==> src/rtl/regfile_write_queue_if.sv <==
// regfile_write_queue_if: request, retire and bypass signals of the register-file write-back queue
interface regfile_write_queue_if #(
    parameter int DEPTH = 4
);
    logic                     alu_wen;
    logic [4:0]               alu_wsel;
    logic [31:0]              alu_wdat;
    logic                     ld_wen;
    logic [4:0]               ld_wsel;
    logic [31:0]              ld_wdat;
    logic                     ready;
    logic [$clog2(DEPTH):0]   count;
    logic                     overflow;
    logic                     wen;
    logic [4:0]               wsel;
    logic [31:0]              wdat;
    logic [4:0]               rsel1;
    logic [4:0]               rsel2;
    logic                     byp_hit1;
    logic                     byp_hit2;
    logic [31:0]              byp_dat1;
    logic [31:0]              byp_dat2;

    modport master (
        output alu_wen, alu_wsel, alu_wdat, ld_wen, ld_wsel, ld_wdat, rsel1, rsel2,
        input  ready, count, overflow, wen, wsel, wdat, byp_hit1, byp_hit2, byp_dat1, byp_dat2
    );

    modport slave (
        input  alu_wen, alu_wsel, alu_wdat, ld_wen, ld_wsel, ld_wdat, rsel1, rsel2,
        output ready, count, overflow, wen, wsel, wdat, byp_hit1, byp_hit2, byp_dat1, byp_dat2
    );
endinterface

==> src/rtl/regfile_write_queue.sv <==
// regfile_write_queue: two-in/one-out write-back queue in front of the register file, with operand bypass
module regfile_write_queue #(
    parameter int DEPTH = 4
) (
    input logic                  clk,
    input logic                  rst,
    regfile_write_queue_if.slave bus
);
    localparam int AW = $clog2(DEPTH);
    localparam int CW = AW + 1;

    logic [4:0]    sel_q [DEPTH];
    logic [31:0]   dat_q [DEPTH];
    logic [AW-1:0] head_q, head_d, tail_q, tail_d, ld_slot;
    logic [CW-1:0] count_q, count_d, push_n;
    logic          ovf_q, ovf_d;
    logic          ready, pop, alu_acc, ld_acc;
    logic          hit1, hit2;
    logic [31:0]   bd1, bd2;

    assign alu_acc = bus.alu_wen && bus.alu_wsel != 5'd0;
    assign ld_acc  = bus.ld_wen && bus.ld_wsel != 5'd0;
    assign ready   = count_q <= CW'(DEPTH - 2);
    assign pop     = count_q != '0;
    assign ld_slot = alu_acc ? tail_q + AW'(1) : tail_q;

    // Next state: pushes only when two free slots existed at cycle start, one retirement per non-empty cycle
    always_comb begin
        push_n  = ready ? CW'(alu_acc) + CW'(ld_acc) : '0;
        count_d = count_q + push_n - CW'(pop);
        tail_d  = tail_q + push_n[AW-1:0];
        head_d  = head_q + AW'(pop);
        ovf_d   = ovf_q || (!ready && (alu_acc || ld_acc));
    end

    // Pointer, count and sticky overflow registers
    always_ff @(posedge clk or posedge rst) begin
        if (rst) begin
            head_q  <= '0;
            tail_q  <= '0;
            count_q <= '0;
            ovf_q   <= 1'b0;
        end else begin
            head_q  <= head_d;
            tail_q  <= tail_d;
            count_q <= count_d;
            ovf_q   <= ovf_d;
        end
    end

    // Entry storage: ALU request takes the tail slot first, the load request the slot after it
    always_ff @(posedge clk) begin
        if (ready && alu_acc) begin
            sel_q[tail_q] <= bus.alu_wsel;
            dat_q[tail_q] <= bus.alu_wdat;
        end
        if (ready && ld_acc) begin
            sel_q[ld_slot] <= bus.ld_wsel;
            dat_q[ld_slot] <= bus.ld_wdat;
        end
    end

    // Bypass search in age order from head so the youngest matching entry is the last one kept
    always_comb begin
        hit1 = 1'b0;
        hit2 = 1'b0;
        bd1  = '0;
        bd2  = '0;
        for (int i = 0; i < DEPTH; i++) begin
            if (CW'(i) < count_q && bus.rsel1 != 5'd0 && sel_q[head_q + AW'(i)] == bus.rsel1) begin
                hit1 = 1'b1;
                bd1  = dat_q[head_q + AW'(i)];
            end
            if (CW'(i) < count_q && bus.rsel2 != 5'd0 && sel_q[head_q + AW'(i)] == bus.rsel2) begin
                hit2 = 1'b1;
                bd2  = dat_q[head_q + AW'(i)];
            end
        end
    end

    assign bus.ready    = ready;
    assign bus.count    = count_q;
    assign bus.overflow = ovf_q;
    assign bus.wen      = pop;
    assign bus.wsel     = pop ? sel_q[head_q] : 5'd0;
    assign bus.wdat     = pop ? dat_q[head_q] : 32'd0;
    assign bus.byp_hit1 = hit1;
    assign bus.byp_hit2 = hit2;
    assign bus.byp_dat1 = bd1;
    assign bus.byp_dat2 = bd2;
endmodule

==> src/flat_wrapper.sv <==
// flat-port wrapper written by rule: the top's interface ports become plain ports
module regfile_write_queue_flat 
#(
    parameter int DEPTH = 4
)
  (clk, rst, bus_alu_wen, bus_alu_wsel, bus_alu_wdat, bus_ld_wen, bus_ld_wsel, bus_ld_wdat, bus_rsel1, bus_rsel2, bus_ready, bus_count, bus_overflow, bus_wen, bus_wsel, bus_wdat, bus_byp_hit1, bus_byp_hit2, bus_byp_dat1, bus_byp_dat2);
  regfile_write_queue_if #(.DEPTH(DEPTH)) bus_i ();
  input logic clk;
  input logic rst;
  input wire logic [$bits(bus_i.alu_wen)-1:0] bus_alu_wen;
  input wire logic [$bits(bus_i.alu_wsel)-1:0] bus_alu_wsel;
  input wire logic [$bits(bus_i.alu_wdat)-1:0] bus_alu_wdat;
  input wire logic [$bits(bus_i.ld_wen)-1:0] bus_ld_wen;
  input wire logic [$bits(bus_i.ld_wsel)-1:0] bus_ld_wsel;
  input wire logic [$bits(bus_i.ld_wdat)-1:0] bus_ld_wdat;
  input wire logic [$bits(bus_i.rsel1)-1:0] bus_rsel1;
  input wire logic [$bits(bus_i.rsel2)-1:0] bus_rsel2;
  output wire logic [$bits(bus_i.ready)-1:0] bus_ready;
  output wire logic [$bits(bus_i.count)-1:0] bus_count;
  output wire logic [$bits(bus_i.overflow)-1:0] bus_overflow;
  output wire logic [$bits(bus_i.wen)-1:0] bus_wen;
  output wire logic [$bits(bus_i.wsel)-1:0] bus_wsel;
  output wire logic [$bits(bus_i.wdat)-1:0] bus_wdat;
  output wire logic [$bits(bus_i.byp_hit1)-1:0] bus_byp_hit1;
  output wire logic [$bits(bus_i.byp_hit2)-1:0] bus_byp_hit2;
  output wire logic [$bits(bus_i.byp_dat1)-1:0] bus_byp_dat1;
  output wire logic [$bits(bus_i.byp_dat2)-1:0] bus_byp_dat2;
  assign bus_i.alu_wen = bus_alu_wen;
  assign bus_i.alu_wsel = bus_alu_wsel;
  assign bus_i.alu_wdat = bus_alu_wdat;
  assign bus_i.ld_wen = bus_ld_wen;
  assign bus_i.ld_wsel = bus_ld_wsel;
  assign bus_i.ld_wdat = bus_ld_wdat;
  assign bus_i.rsel1 = bus_rsel1;
  assign bus_i.rsel2 = bus_rsel2;
  assign bus_ready = bus_i.ready;
  assign bus_count = bus_i.count;
  assign bus_overflow = bus_i.overflow;
  assign bus_wen = bus_i.wen;
  assign bus_wsel = bus_i.wsel;
  assign bus_wdat = bus_i.wdat;
  assign bus_byp_hit1 = bus_i.byp_hit1;
  assign bus_byp_hit2 = bus_i.byp_hit2;
  assign bus_byp_dat1 = bus_i.byp_dat1;
  assign bus_byp_dat2 = bus_i.byp_dat2;
  regfile_write_queue #(.DEPTH(DEPTH)) u_core (.clk(clk), .rst(rst), .bus(bus_i));
endmodule
==> config.mk <==
export PLATFORM = sky130hd
export DESIGN_NAME = regfile_write_queue_flat
export DESIGN_NICKNAME = d
export VERILOG_FILES = /design/src/rtl/regfile_write_queue_if.sv /design/src/rtl/regfile_write_queue.sv /design/src/flat_wrapper.sv
export SDC_FILE = /design/constraint.sdc
export NUM_CORES = 1
export LEC_CHECK = 0
export CAP_MARGIN = 5
export CORE_MARGIN = 2
export CORE_UTILIZATION = 41
export CTS_BUF_LIST = sky130_fd_sc_hd__clkbuf_8
export CTS_CLUSTER_SIZE = 24
export DETAILED_ROUTE_END_ITERATION = 8
export PLACE_DENSITY = 0.64
export SYNTH_ARGS = -nofsm -noshare
export SYNTH_HDL_FRONTEND = slang
export SYNTH_SLANG_ARGS = --single-unit
==> constraint.sdc <==
create_clock -name clk -period 3.68 [get_ports clk]
set_clock_uncertainty 0.2 [all_clocks]
set_input_delay 0.736 -clock clk [delete_from_list [all_inputs] [get_ports clk]]
set_output_delay 0.736 -clock clk [all_outputs]
set_load 0.05 [all_outputs]
==> metrics.csv, run 1 <==
metric;value;unit
Fillers;2664;
Clock Sinks;156;
CTS tree;done;
beginning of the critical path;u_core.head_q[0];
max-cap viol count;0;
post-route cell area;20180;um2
RSZ-0062 raised after global routing;yes;
XOR/XNOR share of the synthesized area;2.734;%
largest net degree at the start of global routing;121;
Met2 Wirelength;24.13;mm
initial antenna violation count;0;
Hold Crit Start;u_core.bus.overflow;
Hold Path End;u_core.bus.overflow;
Worst Path Required;2.74;ns
Rel. slew slack;58.73;%
area delta synth->final;44.11;%
CTS clk-pin slew, worst paths;0.10;ns
Routed WL;51.15;mm
Die Y;188.8;um
# rows;67;
Area after DPL;18490;um2
multi-input combinational cell area;9764;um2
layout cells sized above 1;44.44;%
ys flop type;edfxtp_1;
hold path depth;1;
Pre-antenna DRT Iters;6;
Setup violations, final;66;
CP startpoint kind;flip-flop;
drt initial violations;1241;
post-synthesis net count;1378;
failing checks;setup timing;
DRC violations left;0;
Post-DP HPWL;33.18;mm
Inserted Diodes;0;
Tot GR Track Use;27.34;%
area leader, netlist;edfxtp_1;
status;finished with violations;
Async SR Flop Fraction;5.128;%
vias in the first global route;12450;
Reg-to-Reg End;u_core.bus.count[2];
Post-synth EDFFs;148;
R2R setup slack;0.94;ns
Cells after Synth;1278;
final period utilization;117.5;%
max incr delay on CP;0.56;ns
Synth Area in Compound Gates;13.64;%
CTS root buf;clkbuf_8;
PwrDens;923.9;nW/um2
I/O Pins;197;
top post-synthesis cells by area;edfxtp_1, mux2i_1, mux2_2;
total power;18650;uW
H-Tree Depth;4;
Skew-Pair Late Insertion Delay;0.47;ns
#FFs+latches synth;156;
area share of the leading cell type in the synthesized netlist;31.73;%
FMAX;231.3;MHz
leakage;0.007571;uW
global-route wire length before repair;74.13;mm
adder-cell share of the synthesized area;1.126;%
GR Overflow Total;0;
via/cell ratio;6.252;
CP cell instances;buf_12 -> buf_8 -> mux4_2 -> buf_6 -> xor2_2 -> buf_4 -> a211oi_4 -> buf_12 -> buf_12 -> nand4_1 -> o221ai_2 -> buf_6;
hold buffer count at cts;0;
PortBufs;196;
via count;12640;
worst setup margin;-0.6439;ns
Post-Synthesis Cell Area;14010;um2
total CTS buffers;17;
Highest Signal Layer;met4;
Reg2Reg Depth;10;
Setup CP Type;reg2out;
CTS Buffer Depth;2;
CP Max Fanout;11;
final worst path period need;4.324;ns
maximum VDD drop;0.7659;mV
CP dominant cell by count;buf_12;
die area;35650;um2
mux cell area share after synthesis;32.03;%
Worst path slowest cell;mux4_2;
number of nets still failing antenna checks after routing;0;
Min-Delay Path Class;reg2reg;
Slew Limit Fails;0;
simple-gate portion of the synthesized area;12.21;%
main combinational cell family by area after synthesis;multiplexers;
post-DR wirelength/cell;25.31;um
reg2reg start;u_core.bus.count[1];
Hold Vio Cnt, Final;0;
WP data arrival;3.39;ns
register area share after synthesis;33.16;%
core region area;33620;um2
met3 WL;3.907;mm
crit end category;primary output;
slew at the pin with the worst max-slew slack;0.6191;ns
Starting Density;41.66;%
Mapped Avg Cell Area;10.96;um2
Sequential Area;4652;um2
Synth cell types;60;
Metal-1 WL;21.24;mm
Total Nets Final;1660;
Ys Warns;0;
Placer Congestion;0.8897;
Chip Width;188.8;um
==> synth_stat cells (8+ instances only) <==
library cell	instances
a211oi_1	46
dfrtp_1	8
xor2_1	19
mux2_2	151
nor2b_1	44
mux4_1	8
xnor2_1	21
mux4_2	33
a221oi_2	27
edfxtp_1	148
buf_2	37
o31ai_2	30
o221ai_1	31
nor2_1	72
a21oi_1	50
mux2i_1	183
inv_1	15
nand2_1	45
nand3_1	41
ha_1	11
clkbuf_1	75
nand4_1	62
and2_1	37
buf_1	9
==> stage by stage <==
step                setup TNS, ns  hold slack [ns]  utilization [%]  std cells  setup WS [ns]
floorplan                  -2.398           0.3013                -       1278        -0.3096
global placement           -30.18           0.2655            54.99       1944        -0.5270
detailed placement         -33.76           0.2659            54.99       1944        -0.6367
CTS                        -37.59           0.2918            57.97       1999        -0.6523
global route               -42.31           0.3216            60.04       2021        -0.7107
finish                     -36.53           0.2921            60.04       2021        -0.6439
==> report_power, final <==
group | internal, uW | switching (uW)
logic | 5950 | 8550
clock network | 558 | 791
registers | 2510 | 288
total | 9020 | 9630
==> cell usage in the layout (no fill, tap or decap), drive strengths merged, types with 4 or more instances in the layout <==
| master | count |
|---|---|
| a211o | 4 |
| a211oi | 47 |
| a21o | 4 |
| a21oi | 50 |
| a221oi | 32 |
| and2 | 38 |
| buf | 297 |
| clkbuf | 24 |
| clkdlybuf4s50 | 92 |
| clkinv | 4 |
| dfrtp | 8 |
| edfxtp | 148 |
| ha | 11 |
| inv | 24 |
| mux2 | 151 |
| mux2i | 183 |
| mux4 | 41 |
| nand2 | 45 |
| nand3 | 41 |
| nand4 | 63 |
| nor2 | 73 |
| nor2b | 44 |
| nor3 | 6 |
| o221ai | 31 |
| o31ai | 31 |
| xnor2 | 23 |
| xor2 | 19 |
==> routing by layer <==
metal / vias to the layer above / track usage (%)
met5: - / 0
met4: 0 / 9.736
met3: 125 / 3.446
met2: 666 / 45.09
met1: 6277 / 36.97
li1: 5568 / -
==> cell type report <==
cell class	count	area share, %
Multi-Input combinational cell	971	48.38
Timing Repair Buffer	398	23.56
Sequential cell	156	23.05
Tap cell	448	2.777
Clock buffer	17	1.159
Clock inverter	15	0.7687
Inverter	16	0.3099
==> critical path, delay by kind of cell, from the launching register on <==
kind,cells,cell delay [ns]
AOI/OAI and AO/OA,2,0.53
buffers and inverters,7,1.09
DFF,1,0.48
and+or+nand+nor,1,0.12
muxes,1,0.56
xor gates and xnor gates,1,0.14
==> state kept, by name, indices dropped and copies added, names as in the netlist <==
| name | count |
|---|---|
| u_core.head_q | 2 |
| u_core.dat_q | 128 |
| u_core.tail_q | 2 |
| u_core.bus.count | 3 |
| u_core.sel_q | 20 |
| u_core.bus.overflow | 1 |
==> cells by family after synthesis <==
| group | count (synthesis) |
|---|---|
| and+or+nand+nor | 327 |
| AOI/OAI and AO/OA | 214 |
| DFF | 156 |
| xor gates and xnor gates | 42 |
| adders and majority gates | 12 |
| buffers and inverters | 152 |
| muxes | 375 |
==> how the worst max path moves through the flow <==
stage / to / slack, ns
after floorplan: bus_byp_dat2[28] / -0.31
after global placement: bus_byp_dat2[31] / -0.53
after detailed placement: bus_byp_dat2[11] / -0.64
after CTS: bus_byp_dat2[30] / -0.65
after global routing: bus_byp_dat1[30] / -0.71
final: bus_byp_dat2[31] / -0.64
==> repair_timing <==
item                       in CTS  in global routing
cloned                          4                 10
pin swaps                      28                 34
gates resized for setup        82                 87
setup buffers                  19                 16
setup endpoints to repair      73                 79
Note: power is estimated with default switching activity, not from simulation.
==> run 2, diff against run 1 <==
--- a/config.mk
+++ b/config.mk
@@ -6,12 +6,14 @@
 export NUM_CORES = 1
 export LEC_CHECK = 0
 export CAP_MARGIN = 5
+export CELL_PAD_IN_SITES_DETAIL_PLACEMENT = 0
+export CELL_PAD_IN_SITES_GLOBAL_PLACEMENT = 1
 export CORE_MARGIN = 2
 export CORE_UTILIZATION = 41
-export CTS_BUF_LIST = sky130_fd_sc_hd__clkbuf_8
 export CTS_CLUSTER_SIZE = 24
 export DETAILED_ROUTE_END_ITERATION = 8
-export PLACE_DENSITY = 0.64
+export PLACE_DENSITY = 0.77
+export SLEW_MARGIN = 20
 export SYNTH_ARGS = -nofsm -noshare
 export SYNTH_HDL_FRONTEND = slang
 export SYNTH_SLANG_ARGS = --single-unit
==> run 2 against run 1 <==
Effect of this change:
- the flow still finishes with violations (setup timing)
- core utilization up 0.77 points
- final cell count down 0.35%
- die area unchanged
- flip-flop and latch count unchanged
- non-clock buffer count down 6
- total power up 4.3%
- clock-buffer cell count up 1
- critical path depth down 3
- first-iteration DRC count down 14%
- register-to-register slack worse by 0.05 ns
- critical path type unchanged
- sequential power about the same
- sequential share of layout area down 0.29 points
- largest power group unchanged
==> metrics.csv, run 2 (same netlist as run 1, synthesis figures left out) <==
metric;value;unit
largest net degree at the start of global routing;114;
vias in the first global route;12550;
failing checks;setup timing;
leakage;0.007610;uW
Pre-antenna DRT Iters;5;
Setup violations, final;66;
layout cells sized above 1;45.34;%
CTS clk-pin slew, worst paths;0.07;ns
Clock Sinks;156;
via count;12440;
Worst Path Required;2.74;ns
most frequent cells in the layout;mux2i_1, mux2_2, edfxtp_1;
multi-input combinational cell area;9776;um2
post-DR wirelength/cell;24.64;um
I/O Pins;197;
Total Nets Final;1654;
hold buffer count at cts;0;
Placer Congestion;0.8881;
Setup CP Type;reg2out;
Chip Width;188.8;um
core region area;33620;um2
Hold Slack;0.2987;ns
PortBufs;196;
via/cell ratio;6.174;
R2R setup slack;0.89;ns
setup TNS;-33.81;ns
global-route wire length before repair;74.33;mm
Routed WL;49.63;mm
maximum VDD drop;0.6095;mV
CP Max Fanout;5;
max reg flops;128;
CTS tree;done;
CP startpoint kind;flip-flop;
Sequential Area;4652;um2
Die Y;188.8;um
Inserted Diodes;0;
H-Tree Depth;4;
die area;35650;um2
CTS root buf;clkbuf_16;
worst setup margin;-0.5863;ns
slew at the pin with the worst max-slew slack;0.5287;ns
Min-Delay Path Class;reg2reg;
Starting Density;41.66;%
final worst path period need;4.266;ns
PwrDens;951.2;nW/um2
GR Overflow Total;0;
largest register by flop count;u_core.dat_q;
number of nets still failing antenna checks after routing;0;
Tot GR Track Use;27.26;%
max-cap viol count;0;
area delta synth->final;45.97;%
RSZ-0062 raised after global routing;yes;
drt initial violations;1062;
Rel. slew slack;64.75;%
commonest non-fill, non-tap cell in the layout;mux2i_1;
FMAX;234.4;MHz
total CTS buffers;17;
Fillers;2659;
CTS Buffer Depth;2;
Skew-Pair Late Insertion Delay;0.43;ns
WP data arrival;3.33;ns
Slew Limit Fails;0;
DRC violations left;0;
crit end category;primary output;
status;finished with violations;
fin cells;2014;
Post-DP HPWL;33.07;mm
dpl cells;1947;
final period utilization;115.9;%
initial antenna violation count;0;
# rows;67;
Hold Vio Cnt, Final;0;
==> run 2: changes by cell type in the layout (fill, tap and decap cells not counted), sizes merged, moves of 2 or more <==
cell / previous run / this run
bufinv: 1 / 5
clkbuf: 24 / 20
inv: 24 / 18
clkdlybuf4s50: 92 / 90
==> run 2: power breakdown <==
part	internal [uW]	total [uW]	switching (uW)	leakage, uW
clock	1210	2010	800	0.000311
combinational	6140	14600	8490	0.00586
sequential	2510	2800	290	0.00144
==> run 2: final timing paths <==
kind,from,endpoint,depth (start not counted)
setup / recovery,u_core.head_q[0],bus_byp_dat1[28],9
hold / removal,u_core.bus.overflow,u_core.bus.overflow,1
setup reg to reg,u_core.bus.count[2],u_core.sel_q[3][3],9
hold reg to reg,u_core.bus.overflow,u_core.bus.overflow,1
max in group asynchronous,rst,u_core.head_q[1],2
min in group asynchronous,rst,u_core.bus.overflow,2
==> run 2: routing by layer <==
metal  track usage (%)  part of all wire (%)  vias to the layer above
li1                  -                     -                     5562
met1             35.74                    42                     6171
met2             45.94                    48                      588
met3             3.911                   7.0                      114
met4             9.706                   3.3                        0
met5                 0                     0                        -
==> run 2: final cells by class <==
type                       instances  share of cell area, %
clock buffer                      18                  2.099
clock inverter                    13                  1.053
inverter                          16                 0.3550
sequential                       156                  22.75
multi-input combinational        971                  47.82
tap                              448                  2.742
timing repair buffer             392                  23.18
==> run 2: critical path, cell delays in order, from the launching register on <==
cell and delay, ns:
dfrtp_4 0.46, mux4_2 0.56, or3_4 0.40, a211oi_4 0.33, a311oi_4 0.15, buf_4 0.17
buf_12 0.12, a221o_1 0.28, a22o_1 0.24, buf_12 0.17
==> run 2: timing repair <==
action,in CTS,in global routing
buffers inserted,20,5
endpoints found under the setup margin,68,79
resized for setup,127,55
pin swaps,24,21
gates cloned,8,3
==> run 2: stage by stage <==
step / area, um2 / total power [uW] / utilization (%) / setup slack, ns
after global placement: 18550 / 15940 / 55.19 / -0.4605
after floorplan: 14630 / 11170 / - / -0.3096
final: 20440 / 19450 / 60.82 / -0.5863
after global routing: 20440 / 20210 / 60.82 / -0.6447
after detailed placement: 18550 / 16080 / 55.19 / -0.4529
after CTS: 20080 / 19010 / 59.72 / -0.6049
==> run 3, diff against run 2 <==
--- a/config.mk
+++ b/config.mk
@@ -13,6 +13,7 @@
 export CTS_CLUSTER_SIZE = 24
 export DETAILED_ROUTE_END_ITERATION = 8
 export PLACE_DENSITY = 0.77
+export SETUP_SLACK_MARGIN = 0.4
 export SLEW_MARGIN = 20
 export SYNTH_ARGS = -nofsm -noshare
 export SYNTH_HDL_FRONTEND = slang
==> run 3 against run 2 <==
Effect of this change:
- the run still ends with setup timing left
- routed wire length grew 3.9%
- die area is the same
- hold slack got worse by 0.013 ns
- combinational power increased by 7%
- via count rose by 1.7%
- final cell count is 0.45% higher
- first-iteration DRC count increased by 5.8%
- final area increased by 1.8%
- sequential share of layout area fell by 0.40 points
- clock-buffer cell count unchanged
- total power increased by 2.9%
- critical endpoint is now bus_byp_dat2[23]
==> metrics.csv, run 3 (same netlist as run 1, synthesis figures left out) <==
metric;value;unit
Chip Width;188.8;um
RSZ-0062 raised after global routing;yes;
Sequential Power Share;14.1;%
Skew-Pair Late Insertion Delay;0.44;ns
I/O Pins;197;
hold buffer count at cts;0;
failing checks;setup timing;
dpl cells;1949;
Setup violations, final;67;
Min-Delay Path Class;reg2reg;
Worst Path Required;2.74;ns
layout cells sized above 1;46.82;%
commonest non-fill, non-tap cell in the layout;mux2i_1;
number of nets still failing antenna checks after routing;0;
Total Nets Final;1663;
DRC violations left;0;
status;finished with violations;
CTS clk-pin slew, worst paths;0.06;ns
via count;12650;
Routed WL;51.58;mm
pre-CTS setup slack;-0.6192;ns
Slew Limit Fails;0;
Starting Density;41.66;%
CTS Buffer Depth;2;
final worst path period need;4.189;ns
post-DR wirelength/cell;25.49;um
max reg flops;128;
vias in the first global route;12740;
PortBufs;196;
core region area;33620;um2
Rel. slew slack;48.46;%
sw frac;49.07;%
CP startpoint kind;flip-flop;
Pre-antenna DRT Iters;7;
internal power;10200;uW
CP Max Fanout;12;
most frequent cells in the layout;mux2i_1, mux2_2, edfxtp_1;
R2R setup slack;0.74;ns
setup TNS;-30.22;ns
area delta synth->final;48.59;%
via/cell ratio;6.254;
reg2reg start;u_core.bus.count[1];
drt initial violations;1124;
total CTS buffers;17;
# rows;67;
leakage;0.007773;uW
largest register by flop count;u_core.dat_q;
fin cells;2023;
CTS tree;done;
H-Tree Depth;4;
WP data arrival;3.25;ns
global-route wire length before repair;75.79;mm
crit end category;primary output;
Reg-to-Reg End;u_core.bus.count[2];
FMAX;238.7;MHz
crit path to;bus_byp_dat2[23];
max-cap viol count;0;
Combinational Power Share;77.7;%
Hold Vio Cnt, Final;0;
Clock power frac;8.2;%
worst setup margin;-0.5087;ns
PwrDens;961.9;nW/um2
largest net degree at the start of global routing;88;
beginning of the critical path;u_core.head_q[0];
Fillers;2630;
final period utilization;113.8;%
Die Y;188.8;um
net switching power;9823;uW
Reg2Reg Depth;10;
GR Overflow Total;0;
Tot GR Track Use;27.89;%
Post-DP HPWL;34.35;mm
initial antenna violation count;2;
Placer Congestion;0.8759;
Clock Sinks;156;
die area;35650;um2
maximum VDD drop;0.6405;mV
Setup CP Type;reg2out;
slew at the pin with the worst max-slew slack;0.7732;ns
CTS root buf;clkbuf_16;
total power;20020;uW
[run 3: cell types whose count changed in the layout (fill, tap and decap cells not counted), moves of 5 or more]
cell and change:
and2_4 +17, nor2_2 -22, clkbuf_16 +6, nor2_1 +20, a221oi_2 +5, buf_4 -16, dlymetal6s2s_1 +5, mux2i_4 +12
buf_6 +10, mux2i_1 -17, buf_12 +12, and2_1 -19, mux2i_2 +5
[run 3: layout make-up]
class                      instances  area, um2  area share, %
inverter                          16      65.06         0.3126
multi-input combinational        970       9933          47.73
clock inverter                    12      101.3         0.4870
sequential                       156       4652          22.35
antenna                            1      2.502        0.01202
tap                              448      560.5          2.693
clock buffer                      18      429.2          2.062
timing repair buffer             402       5067          24.35
[run 3: critical path: stages (launching register included)]
cell and delay (ns):
dfrtp_4 0.48, mux4_2 0.57, or3_4 0.37, a2111oi_4 0.29
buf_4 0.17, o21ai_4 0.11, buf_12 0.19, mux2i_2 0.15
o221ai_2 0.27, buf_6 0.20
[run 3: what timing repair did]
action                     in CTS  in global routing
setup buffers                  18                 13
resized for setup             106                112
setup endpoints to repair      96                311
gates cloned                    4                  8
pin swaps                       9                 25
[run 3: stage by stage]
step	utilization, %	hold WS, ns	instance area (um2)
final	61.91	0.2853	20810
after global routing	61.90	0.3163	20810
after CTS	59.63	0.2888	20040
after detailed placement	55.90	0.2703	18790
after global placement	55.90	0.2639	18790
after floorplan	-	0.3013	14730
[run 3: worst min-delay path by stage]
stage / startpoint / to / cells past startpoint
detailed placement: u_core.bus.overflow / u_core.bus.overflow / 1
finish: u_core.bus.overflow / u_core.bus.overflow / 1
CTS: u_core.bus.overflow / u_core.bus.overflow / 1
floorplan: u_core.head_q[0] / u_core.head_q[0] / 1
global placement: u_core.bus.overflow / u_core.bus.overflow / 1
global route: u_core.bus.overflow / u_core.bus.overflow / 1
[run 3: layer usage]
metal	wire, um	vias to the layer above	global-route usage [%]
met2	25560	589	48.22
met4	1470	2	8.684
met3	3760	105	4.507
li1	-	5581	-
met5	11	-	0
met1	20770	6374	35.72
[run 3: power groups by stage]
| stage | clock, uW | combinational, uW | sequential, uW |
|---|---|---|---|
| floorplan | 0 | 8440 | 2790 |
| global placement | 0 | 13500 | 2810 |
| detailed placement | 0 | 13600 | 2840 |
| CTS | 1660 | 14400 | 2810 |
| global route | 1720 | 16200 | 2870 |
| finish | 1650 | 15600 | 2820 |
